**src/rtl/bg_pixel_fifo.sv**
```systemverilog
`timescale 1ns/1ps
`default_nettype none
// ============================================================================
//  bg_pixel_fifo : background pixel FIFO. Accepts 8-pixel tile rows from the
//  fetcher, discards SCX mod 8 pixels, shifts one pixel per T-cycle to the LCD.
//  Option macro: BG_FIFO_PALETTE_EN (BGP-mapped pixel_out when defined)
//  Revision: 1.0
// ============================================================================
module bg_pixel_fifo #(
    parameter int DEPTH = 16,
    parameter int X_MAX = 160
) (
    input  logic                       clk_in,
    input  logic                       rst_in,
    input  logic                       tclk_in,
    input  logic                       line_start_in,
    input  logic                       window_start_in,
    input  logic [7:0]                 SCX_in,
    input  logic                       valid_pixels_in,
    input  logic [7:0][1:0]            pixels_in,
    output logic                       bg_fifo_empty_out,
    input  logic                       pop_stall_in,
    input  logic                       bg_ena_in,
    input  logic [7:0]                 BGP_in,
    output logic                       pixel_valid_out,
    output logic [1:0]                 pixel_raw_out,
    output logic [1:0]                 pixel_out,
    output logic [$clog2(X_MAX)-1:0]   X_out,
    output logic                       line_done_out
);
    localparam int PW = $clog2(DEPTH);
    localparam int CW = $clog2(DEPTH + 1);
    localparam int XW = $clog2(X_MAX);

    logic [1:0]    mem_q [DEPTH];
    logic [PW-1:0] rd_q, rd_d, wr_q, wr_d;
    logic [CW-1:0] count_q, count_d;
    logic [XW-1:0] x_q, x_d, xout_q, xout_d;
    logic [2:0]    disc_q, disc_d;
    logic          done_q, done_d, empty_q;
    logic [1:0]    raw_q, raw_d, pix_q, pix_d, raw_w, shade_w;
    logic          valid_q, valid_d, ldone_q, ldone_d;
    logic          flush_w, push_w, pop_w;
    logic          scx_unused;

    assign scx_unused = ^SCX_in[7:3];

    function automatic logic [PW-1:0] ptr_add(input logic [PW-1:0] p, input int unsigned k);
        int unsigned s;
        s = 32'(p) + k;
        if (s >= 32'(DEPTH)) s = s - 32'(DEPTH);
        return s[PW-1:0];
    endfunction

    assign flush_w = tclk_in && (line_start_in || window_start_in);
    assign push_w  = tclk_in && valid_pixels_in && (count_q == '0) && !flush_w;
    assign pop_w   = tclk_in && (count_q != '0) && !pop_stall_in && !done_q && !push_w && !flush_w;
    assign raw_w   = bg_ena_in ? mem_q[rd_q] : 2'd0;

`ifdef BG_FIFO_PALETTE_EN
    assign shade_w = BGP_in[{raw_w, 1'b0} +: 2];
`else
    logic bgp_unused;
    assign bgp_unused = ^BGP_in;
    assign shade_w    = raw_w;
`endif

    always_comb begin
        rd_d    = rd_q;
        wr_d    = wr_q;
        count_d = count_q;
        x_d     = x_q;
        done_d  = done_q;
        disc_d  = disc_q;
        raw_d   = raw_q;
        pix_d   = pix_q;
        xout_d  = xout_q;
        valid_d = 1'b0;
        // Line-done trails the final visible pixel by one clk_in.
        ldone_d = valid_q && (xout_q == XW'(X_MAX - 1));
        if (flush_w) begin
            rd_d    = '0;
            wr_d    = '0;
            count_d = '0;
            if (line_start_in) begin
                x_d    = '0;
                done_d = 1'b0;
                disc_d = SCX_in[2:0];
            end
        end else if (push_w) begin
            wr_d    = ptr_add(wr_q, 8);
            count_d = CW'(8);
        end else if (pop_w) begin
            rd_d    = ptr_add(rd_q, 1);
            count_d = count_q - 1'b1;
            if (disc_q != 3'd0) begin
                disc_d = disc_q - 3'd1;
            end else begin
                raw_d   = raw_w;
                pix_d   = shade_w;
                xout_d  = x_q;
                valid_d = 1'b1;
                if (x_q == XW'(X_MAX - 1)) done_d = 1'b1;
                else                        x_d    = x_q + 1'b1;
            end
        end
    end

    always_ff @(posedge clk_in) begin
        if (push_w) begin
            for (int i = 0; i < 8; i++) mem_q[ptr_add(wr_q, i)] <= pixels_in[i];
        end
    end

    always_ff @(posedge clk_in or negedge rst_in) begin
        if (!rst_in) begin
            rd_q    <= '0;
            wr_q    <= '0;
            count_q <= '0;
            x_q     <= '0;
            xout_q  <= '0;
            disc_q  <= 3'd0;
            done_q  <= 1'b1;
            empty_q <= 1'b1;
            raw_q   <= 2'd0;
            pix_q   <= 2'd0;
            valid_q <= 1'b0;
            ldone_q <= 1'b0;
        end else begin
            rd_q    <= rd_d;
            wr_q    <= wr_d;
            count_q <= count_d;
            x_q     <= x_d;
            xout_q  <= xout_d;
            disc_q  <= disc_d;
            done_q  <= done_d;
            empty_q <= (count_d == '0);
            raw_q   <= raw_d;
            pix_q   <= pix_d;
            valid_q <= valid_d;
            ldone_q <= ldone_d;
        end
    end

    assign bg_fifo_empty_out = empty_q;
    assign pixel_valid_out   = valid_q;
    assign pixel_raw_out     = raw_q;
    assign pixel_out         = pix_q;
    assign X_out             = xout_q;
    assign line_done_out     = ldone_q;
endmodule
`default_nettype wire

```
**config.mk**
```make
export PLATFORM = sky130hd
export DESIGN_NAME = bg_pixel_fifo
export DESIGN_NICKNAME = d
export VERILOG_FILES = /design/src/rtl/bg_pixel_fifo.sv
export SDC_FILE = /design/constraint.sdc
export NUM_CORES = 1
export LEC_CHECK = 0
export BUFFER_PORTS_ARGS = -buffer_cell sky130_fd_sc_hd__buf_4
export CORE_MARGIN = 2
export CORE_UTILIZATION = 51
export CTS_CLUSTER_SIZE = 20
export DETAILED_ROUTE_END_ITERATION = 8
export GPL_ROUTABILITY_DRIVEN = 0
export HOLD_SLACK_MARGIN = 0.1
export MAX_ROUTING_LAYER = met4
export PLACE_DENSITY = 0.74
export SLEW_MARGIN = 15
export SYNTH_ARGS = -nofsm -noshare
export SYNTH_HDL_FRONTEND = slang
export SYNTH_SLANG_ARGS = --single-unit
export TNS_END_PERCENT = 1
```
**constraint.sdc**
```tcl
create_clock -name clk_in -period 2 [get_ports clk_in]
set_input_delay 0.2 -clock clk_in [delete_from_list [all_inputs] [get_ports clk_in]]
set_output_delay 0.2 -clock clk_in [all_outputs]
set_load 0.02 [all_outputs]
```
## Yosys cells after proc, flatten, opt, wreduce, memory -nomap -nowiden

Memory sizes are Yosys's and may differ from the RTL's.
Cells that the tools add are included.

| cells by class | value |
|---|---|
| add/sub/neg operators | 22 |
| $lt $le $gt $ge | 10 |
| equality and inequality tests | 6 |
| mux-type cells | 50 |
| bitwise logic cells | 3 |
| reduce and logical (&&, ||, !) cells | 28 |

Operators by type and width:

| cell | number |
|---|---|
| $mux 4 | 23 |
| $mux 8 | 6 |
| $ge 5x5->1 const B | 9 |
| $sub 4x1->4 const B | 10 |
| $add 4x3->5 const B | 4 |
| $eq 8x8->1 const B | 2 |
| $mux 3 | 5 |
| $mux 5 | 3 |
| $mux 1 | 12 |
| $add 4x1->5 const B | 2 |
| $add 4x2->5 const B | 2 |
| $logic_and 1x1->1 | 10 |
| $logic_not 5->1 | 2 |
| $reduce_and 5->1 | 2 |
| $add 8x1->8 const B | 1 |
| $ne 2x2->1 const B | 4 |
| $reduce_and 4->1 | 2 |
| $reduce_bool 2->1 | 4 |
| $add 4x4->5 const B | 1 |
| $ge 4x5->1 const B | 1 |
| $reduce_bool 5->1 | 1 |
| $sub 5x1->5 const B | 1 |
| $logic_not 1->1 | 4 |
| $not 1->1 | 3 |
| 5 further kinds | 5 |

| storage, ports and cells | value |
|---|---|
| bits in registers | 38 |
| bits in writable memories | 32 |
| input bits | 40 |
| output and inout bits | 15 |
| logic and storage cells | 131 |
| memories kept | 1 |

Memory list:

| name | words | width | rd ports | clocked after Yosys merged registers in | write ports | RTL line | text |
|---|---|---|---|---|---|---|---|
| mem_q | 16 | 2 | 1 | 0 | 8 | 35 | `logic [1:0] mem_q [DEPTH];` |

## Depth between registers and ports, before layout

Gate-level depths: netlist (run 1).

| logic depth | value |
|---|---|
| word-level depth | 11 |
| depth in mapped cells | 9 |
| depth with buffers taken out | 7 |

## Worst setup path before layout (run 1)

OpenSTA, ideal clock, no wires.

| path | value |
|---|---|
| path type | flip-flop to flip-flop |
| start point | register count_q[0] |
| end point | memory mem_q[1][0] (enable) |
| setup time | 0.370 ns |
| data arrival time | 1.836 ns |
| data required time | 1.630 ns |
| slack | -0.206 ns |
| cell stages (with the launch flop) | 7 |
| period minus slack after synthesis | 2.206 ns |
| path through | dfrtp_1 -> inv_1 -> ha_1 -> nor4b_2 -> nand4_1 -> clkbuf_1 -> nor2_1 |

RTL lines:

| what | RTL line | text |
|---|---|---|
| from (decl) | 37 | `logic [CW-1:0] count_q, count_d;` |
| from (signal assigned) | 132 | `count_q <= count_d;` |
| to (decl) | 35 |  |

==> qor.yml, run 1 <==
grt-ovfl-total: 0
violations: "negative setup slack"
maxCapViolations: 0
fin_ws_ps: -82.39
async_flop_share: 0.5224
layout_commonest_cell: "buf_4"
tritoncts: "done"
fmax_mhz: 480.2
initial_utilization: 0.5306
worstSkewPairLatency_ps: 350
finalClockSkew_ps: 11.04
drt_pass1_iterations: 5
die_x_um: 85.51
antenna_found_initial: 0
ioPinCount: 55
tns_ps: -829.6
max_slew_margin: 0.6905
min_path_type: "input port to flop"
gr-usage-all-layers: 0.2350
ys_types: 52
ys_seq_elements: 67
power.density_nw_per_um2: 767.0
vias: 2603
synth.cell_area_sq_um: 3388
hold_violations: 0
wire_per_inst_um: 16.52
ir_drop_mv: 0.4256
arrival_ps: 2190
crit_required_ps: 2110
start_kind: "flop"
rsz0062_at_grt: "true"
dieHeight_um: 85.51
coreArea_sq_um: 6386
final_cell_mix: "77 x buf_4, 56 x nand2_1, 33 x dfrtp_1"
synthFlopType: "dfrtp_1"
drv_slew: 0
via_per_inst: 5.610
syn2layout_area_growth_pct: 25.89
fin_nets: 428
root_buffer: "clkbuf_8"
crit_path_end_kind: "flop"
drc: 0
worst-setup-path-type: "flop to flop"
ys_warn_count: 0
status: "finished with violations"
dieArea_sq_um: 7312
num-fill-cells: 505
antennaDiodeCount: 0
grt_pass1_wl_mm: 12.63
synthCells: 308
tightest_slew_ps: 464.3
finalSetupViolations: 15
io_buffers: 41
grt_start_max_net_pins: 36
cts_sinks: 67
grt_pass1_vias: 2612
avgSynthCellArea_sq_um: 11.00
crit_fanout: 7
final.period_utilization: 1.041
yosysSeqAreaShare: 0.5428
ant_nets: 0
synth_edf_count: 32
cts_max_path_buffers: 2
cts_buffers: 9
leakagePower_nw: 1.881
dpl_worst_slack_ps: -81.67
h-tree-depth: 3
wl_mm: 7.664
whs_ps: 116.7
hpwl_mm: 5.341
layout_min_cycle_time_ps: 2082
drive_gt1_frac: 0.3463
drtIter0Drc: 162
clkTransAtPathRegs_ps: 80
placementRows: 29
syn-num-nets: 354
## where the power goes
part           leakage, nW  switching, mW  total (mW)  internal [mW]
combinational         1.04          0.364       0.694          0.330
sequential           0.762         0.0476        1.58           1.53
clock               0.0787          0.550       0.999          0.449
## flip-flops by register name, indices dropped and copies added (netlist names)
name and cells:
pixel_out 2, bg_fifo_empty_out 1, done_q 1, line_done_out 1
x_q 8, X_out 8, rd_q 4, mem_q 32
pixel_valid_out 1, wr_q 1, disc_q 3, count_q 5
## worst max-delay path, cell delays in order, from the launching register on
cell and delay [ps]:
dfrtp_1 400, inv_2 80, ha_4 130, or4b_4 520, nor4_4 310, buf_4 180
nor2b_4 60, a21o_1 150
## synth_stat cells, types with 3 or more instances
cell | instances | area share
clkbuf_1 | 10 | 0.011
inv_1 | 9 | 0.010
nor2b_1 | 4 | 0.0074
xor2_1 | 3 | 0.0078
a21oi_1 | 9 | 0.013
ha_1 | 6 | 0.022
o21ai_0 | 10 | 0.015
nor2_1 | 25 | 0.028
a21o_1 | 15 | 0.033
mux2i_1 | 3 | 0.0089
buf_4 | 3 | 0.0066
nand3_1 | 12 | 0.018
nor3_1 | 3 | 0.0044
nand2_1 | 61 | 0.068
mux4_2 | 10 | 0.066
a31oi_1 | 4 | 0.0074
edfxtp_1 | 32 | 0.28
buf_2 | 5 | 0.0074
nand4_1 | 5 | 0.0092
dfrtp_1 | 33 | 0.24
## layout make-up
type / count / area [sq um] / share of cell area
flip-flops and latches: 67 / 1839 / 0.4312
multi-input cells: 210 / 1453 / 0.3406
repair buffers: 85 / 671.9 / 0.1575
clock buffers: 10 / 127.6 / 0.02992
well taps: 77 / 96.34 / 0.02259
clock inverters: 6 / 41.29 / 0.009680
inverters: 9 / 36.28 / 0.008507
## final timing paths
check                         startpoint           endpoint  slack (ps)  cells past startpoint
setup / recovery              count_q[0]        mem_q[9][0]         -80                      7
hold / removal             pixels_in[13]        mem_q[6][1]         120                      3
setup reg to reg              count_q[0]        mem_q[9][0]         -80                      7
hold reg to reg                 X_out[5]      line_done_out         460                      1
max in group asynchronous         rst_in  bg_fifo_empty_out        1280                      2
min in group asynchronous         rst_in      line_done_out         360                      2
## through the flow
| stage | util | std cells | instance area [sq um] | power (mW) |
|---|---|---|---|---|
| floorplan | - | 308 | 3408 | 1.987 |
| global placement | 0.6217 | 439 | 3970 | 2.256 |
| CTS | 0.6552 | 459 | 4184 | 3.274 |
| global route | 0.6679 | 464 | 4265 | 3.430 |
| finish | 0.6679 | 464 | 4265 | 3.271 |
| detailed placement | 0.6217 | 439 | 3970 | 2.273 |
## kinds of logic (layout without fill, tap and decap cells)
kind of cell | count (synthesis) | count (layout) | synth area share
AOI/OAI and AO/OA | 55 | 55 | 0.1078
xor gates and xnor gates | 5 | 5 | 0.01293
adders and majority gates | 6 | 6 | 0.02216
buffers and inverters | 31 | 110 | 0.04394
DFF | 67 | 67 | 0.5428
muxes | 13 | 13 | 0.07533
and+or+nand+nor | 131 | 131 | 0.1950
## metal layers
metal / GRT usage / vias up / part of all wire
met4: 0.1039 / 0 / 0.017
met5: - / - / 0
met3: 0.05390 / 11 / 0.059
met2: 0.3572 / 79 / 0.51
li1: - / 1260 / -
met1: 0.3045 / 1253 / 0.42
## what timing repair did
| action | 4_1_cts | 5_1_grt |
|---|---|---|
| gates cloned | 0 | 0 |
| pin swaps | 4 | 7 |
| setup endpoints to repair | 23 | 32 |
| buffers inserted | 0 | 5 |
| resized for setup | 3 | 15 |
| hold buffers | 4 | 0 |
| hold endpoints to repair | 39 | 0 |
(Power assumes the default switching activity.)
==> run 2: changes to the inputs <==
Settings changed: GPL_TIMING_DRIVEN set to 0, PLACE_DENSITY 0.74 to 0.84.
==> run 2 against run 1 <==
The flow still finishes with violations (negative setup slack). Wire length is 10% higher. Design area grew 0.23%. Hold slack improved by 11 ps. Largest cell class unchanged.
==> qor.yml, run 2 (synthesized netlist as in run 1, its figures left out) <==
ir_drop_mv: 0.6140  # was 0.4256 mV
path_delay_family: "simple AND/OR/NAND/NOR gates"  # unchanged
leakagePower_nw: 1.868  # was 1.881 nW
rsz0062_at_grt: "true"  # unchanged
slowest_stage: "or4b_4"  # unchanged
maxCapViolations: 0  # unchanged
coreArea_sq_um: 6386  # unchanged
h-tree-depth: 3  # unchanged
initial_utilization: 0.5306  # unchanged
tightest_slew_ps: 772.2  # was 464.3 ps
final.period_utilization: 1.039  # was 1.041
crit_required_ps: 2230  # was 2110 ps
path_common_cell: "nand2_1"
grt_pass1_vias: 2771  # was 2,612
cts_max_path_buffers: 2  # unchanged
violations: "negative setup slack"  # unchanged
arrival_ps: 2310  # was 2190 ps
ioPinCount: 55  # unchanged
grt_start_max_net_pins: 36  # unchanged
max_slew_margin: 0.4798  # was 0.6905
cts_sinks: 67  # unchanged
top_register: "mem_q"  # unchanged
hpwl_mm: 5.532  # was 5.341 mm
die_x_um: 85.51  # unchanged
drv_slew: 0  # unchanged
largest_register_ffs: 32  # unchanged
layout_min_cycle_time_ps: 2078  # was 2082 ps
antennaDiodeCount: 0  # unchanged
fin_ws_ps: -77.52  # was -82.39 ps
finalClockSkew_ps: 11.52  # was 11.04 ps
crit_fanout: 8  # was 7
worstSkewPairLatency_ps: 350  # about the same
drive_gt1_frac: 0.3263  # was 0.3463
grt-ovfl-total: 0  # unchanged
antenna_found_initial: 0  # unchanged
num-fill-cells: 460  # was 505
crit_chain: "inv_2 > ha_4 > or4b_4 > buf_8 > nor4_4 > buf_4 > buf_6 > nand2_1 > nand2_1"  # was inv_2 > ha_4 > or4b_4 > nor4_4 > buf_4 > nor2b_4 > a21o_1
start_kind: "flop"  # unchanged
root_buffer: "clkbuf_8"  # unchanged
clkTransAtPathRegs_ps: 80  # about the same
min_path_type: "input port to flop"  # unchanged
dieArea_sq_um: 7312  # unchanged
tritoncts: "done"  # unchanged
dieHeight_um: 85.51  # unchanged
power.density_nw_per_um2: 793.8  # was 767.0 nW/um^2
layout_commonest_cell: "buf_4"  # unchanged
drt_pass1_iterations: 5  # unchanged
hold_violations: 0  # unchanged
max_stage_delay_ps: 490  # was 520 ps
syn2layout_area_growth_pct: 26.18  # was 25.89%
cts_buffers: 9  # unchanged
io_buffers: 40  # was 41
vias: 2775  # was 2,603
path_buf_inv: 4  # was 2
status: "finished with violations"  # unchanged
finalPower_mw: 3.394  # was 3.271 mW
via_per_inst: 6.072  # was 5.610
drc: 0  # unchanged
wire_per_inst_um: 18.47  # was 16.52 um
gr-usage-all-layers: 0.2439  # was 0.2350
grt_pass1_wl_mm: 13.26  # was 12.63 mm
worst-setup-path-type: "flop to flop"  # unchanged
ant_nets: 0  # unchanged
fmax_mhz: 481.3  # was 480.2 MHz
finalSetupViolations: 15  # unchanged
crit_path_end_kind: "flop"  # unchanged
final_cell_mix: "56 x buf_4, 55 x nand2_1, 32 x dfrtp_1, 32 x edfxtp_1, 22 x nor2_1"  # was 77 x buf_4, 56 x nand2_1, 33 x dfrtp_1
dpl_worst_slack_ps: -555.6  # was -81.67 ps
placementRows: 29  # unchanged
wl_mm: 8.441  # was 7.664 mm
drtIter0Drc: 215  # was 162
fin_nets: 421  # was 428
run 2: cell count changes in the layout (fill, tap and decap cells not counted), moves of 3 or more:
cell	previous run	this run
buf_4	77	56
buf_6	3	8
clkbuf_1	1	8
clkinvlp_4	3	0
run 2: routing by layer:
layer  wire (um)  part of all wire  global-route usage
met2        4254              0.50              0.4006
met1        3279              0.39              0.2951
met5           0                 0                   -
met4         235             0.028              0.1198
met3         673             0.080             0.03850
run 2: repair_timing:
action                     CTS  global route
cloned                       0             1
setup endpoints to repair   76            81
hold endpoints to repair    34             0
pin swaps                    5            17
resized for setup           18            27
setup buffers               11             5
hold buffers                 2             0
run 2: stage by stage:
step	utilization	area (sq um)	hold slack (ps)	setup TNS, ps	cells
2_1_floorplan	-	3408	-95.59	-1338	308
3_3_place_gp	0.5958	3805	176.9	-19890	425
3_5_place_dp	0.5958	3805	178.4	-23980	425
4_1_cts	0.6493	4146	120.4	-1572	451
5_1_grt	0.6695	4275	129.2	-2795	457
6_report	0.6695	4275	128.0	-969.7	457
run 2: area by class of cell:
cell class	instances	area, sq um	area share
clock inverter	5	53.80	0.01258
multi-input combinational	210	1504	0.3518
inverter	9	33.78	0.007902
sequential	67	1841	0.4305
buffer	19	143.9	0.03366
clock buffer	11	131.4	0.03073
timing repair buffer	59	471.7	0.1103
tap	77	96.34	0.02253
run 2: path summary, 6_finish.rpt:
check / from / end / slack (ps) / cells after the start
max: count_q[0] / mem_q[6][0] / -80 / 9
min: pixels_in[4] / mem_q[10][0] / 130 / 2
max reg2reg: count_q[0] / mem_q[6][0] / -80 / 9
min reg2reg: X_out[5] / line_done_out / 480 / 1
max in group asynchronous: rst_in / done_q / 1310 / 2
min in group asynchronous: rst_in / X_out[3] / 330 / 2
run 2: power by group:
group          switching, mW  internal, mW
Combinational          0.373         0.327
Clock                  0.517         0.572
Sequential            0.0726          1.53
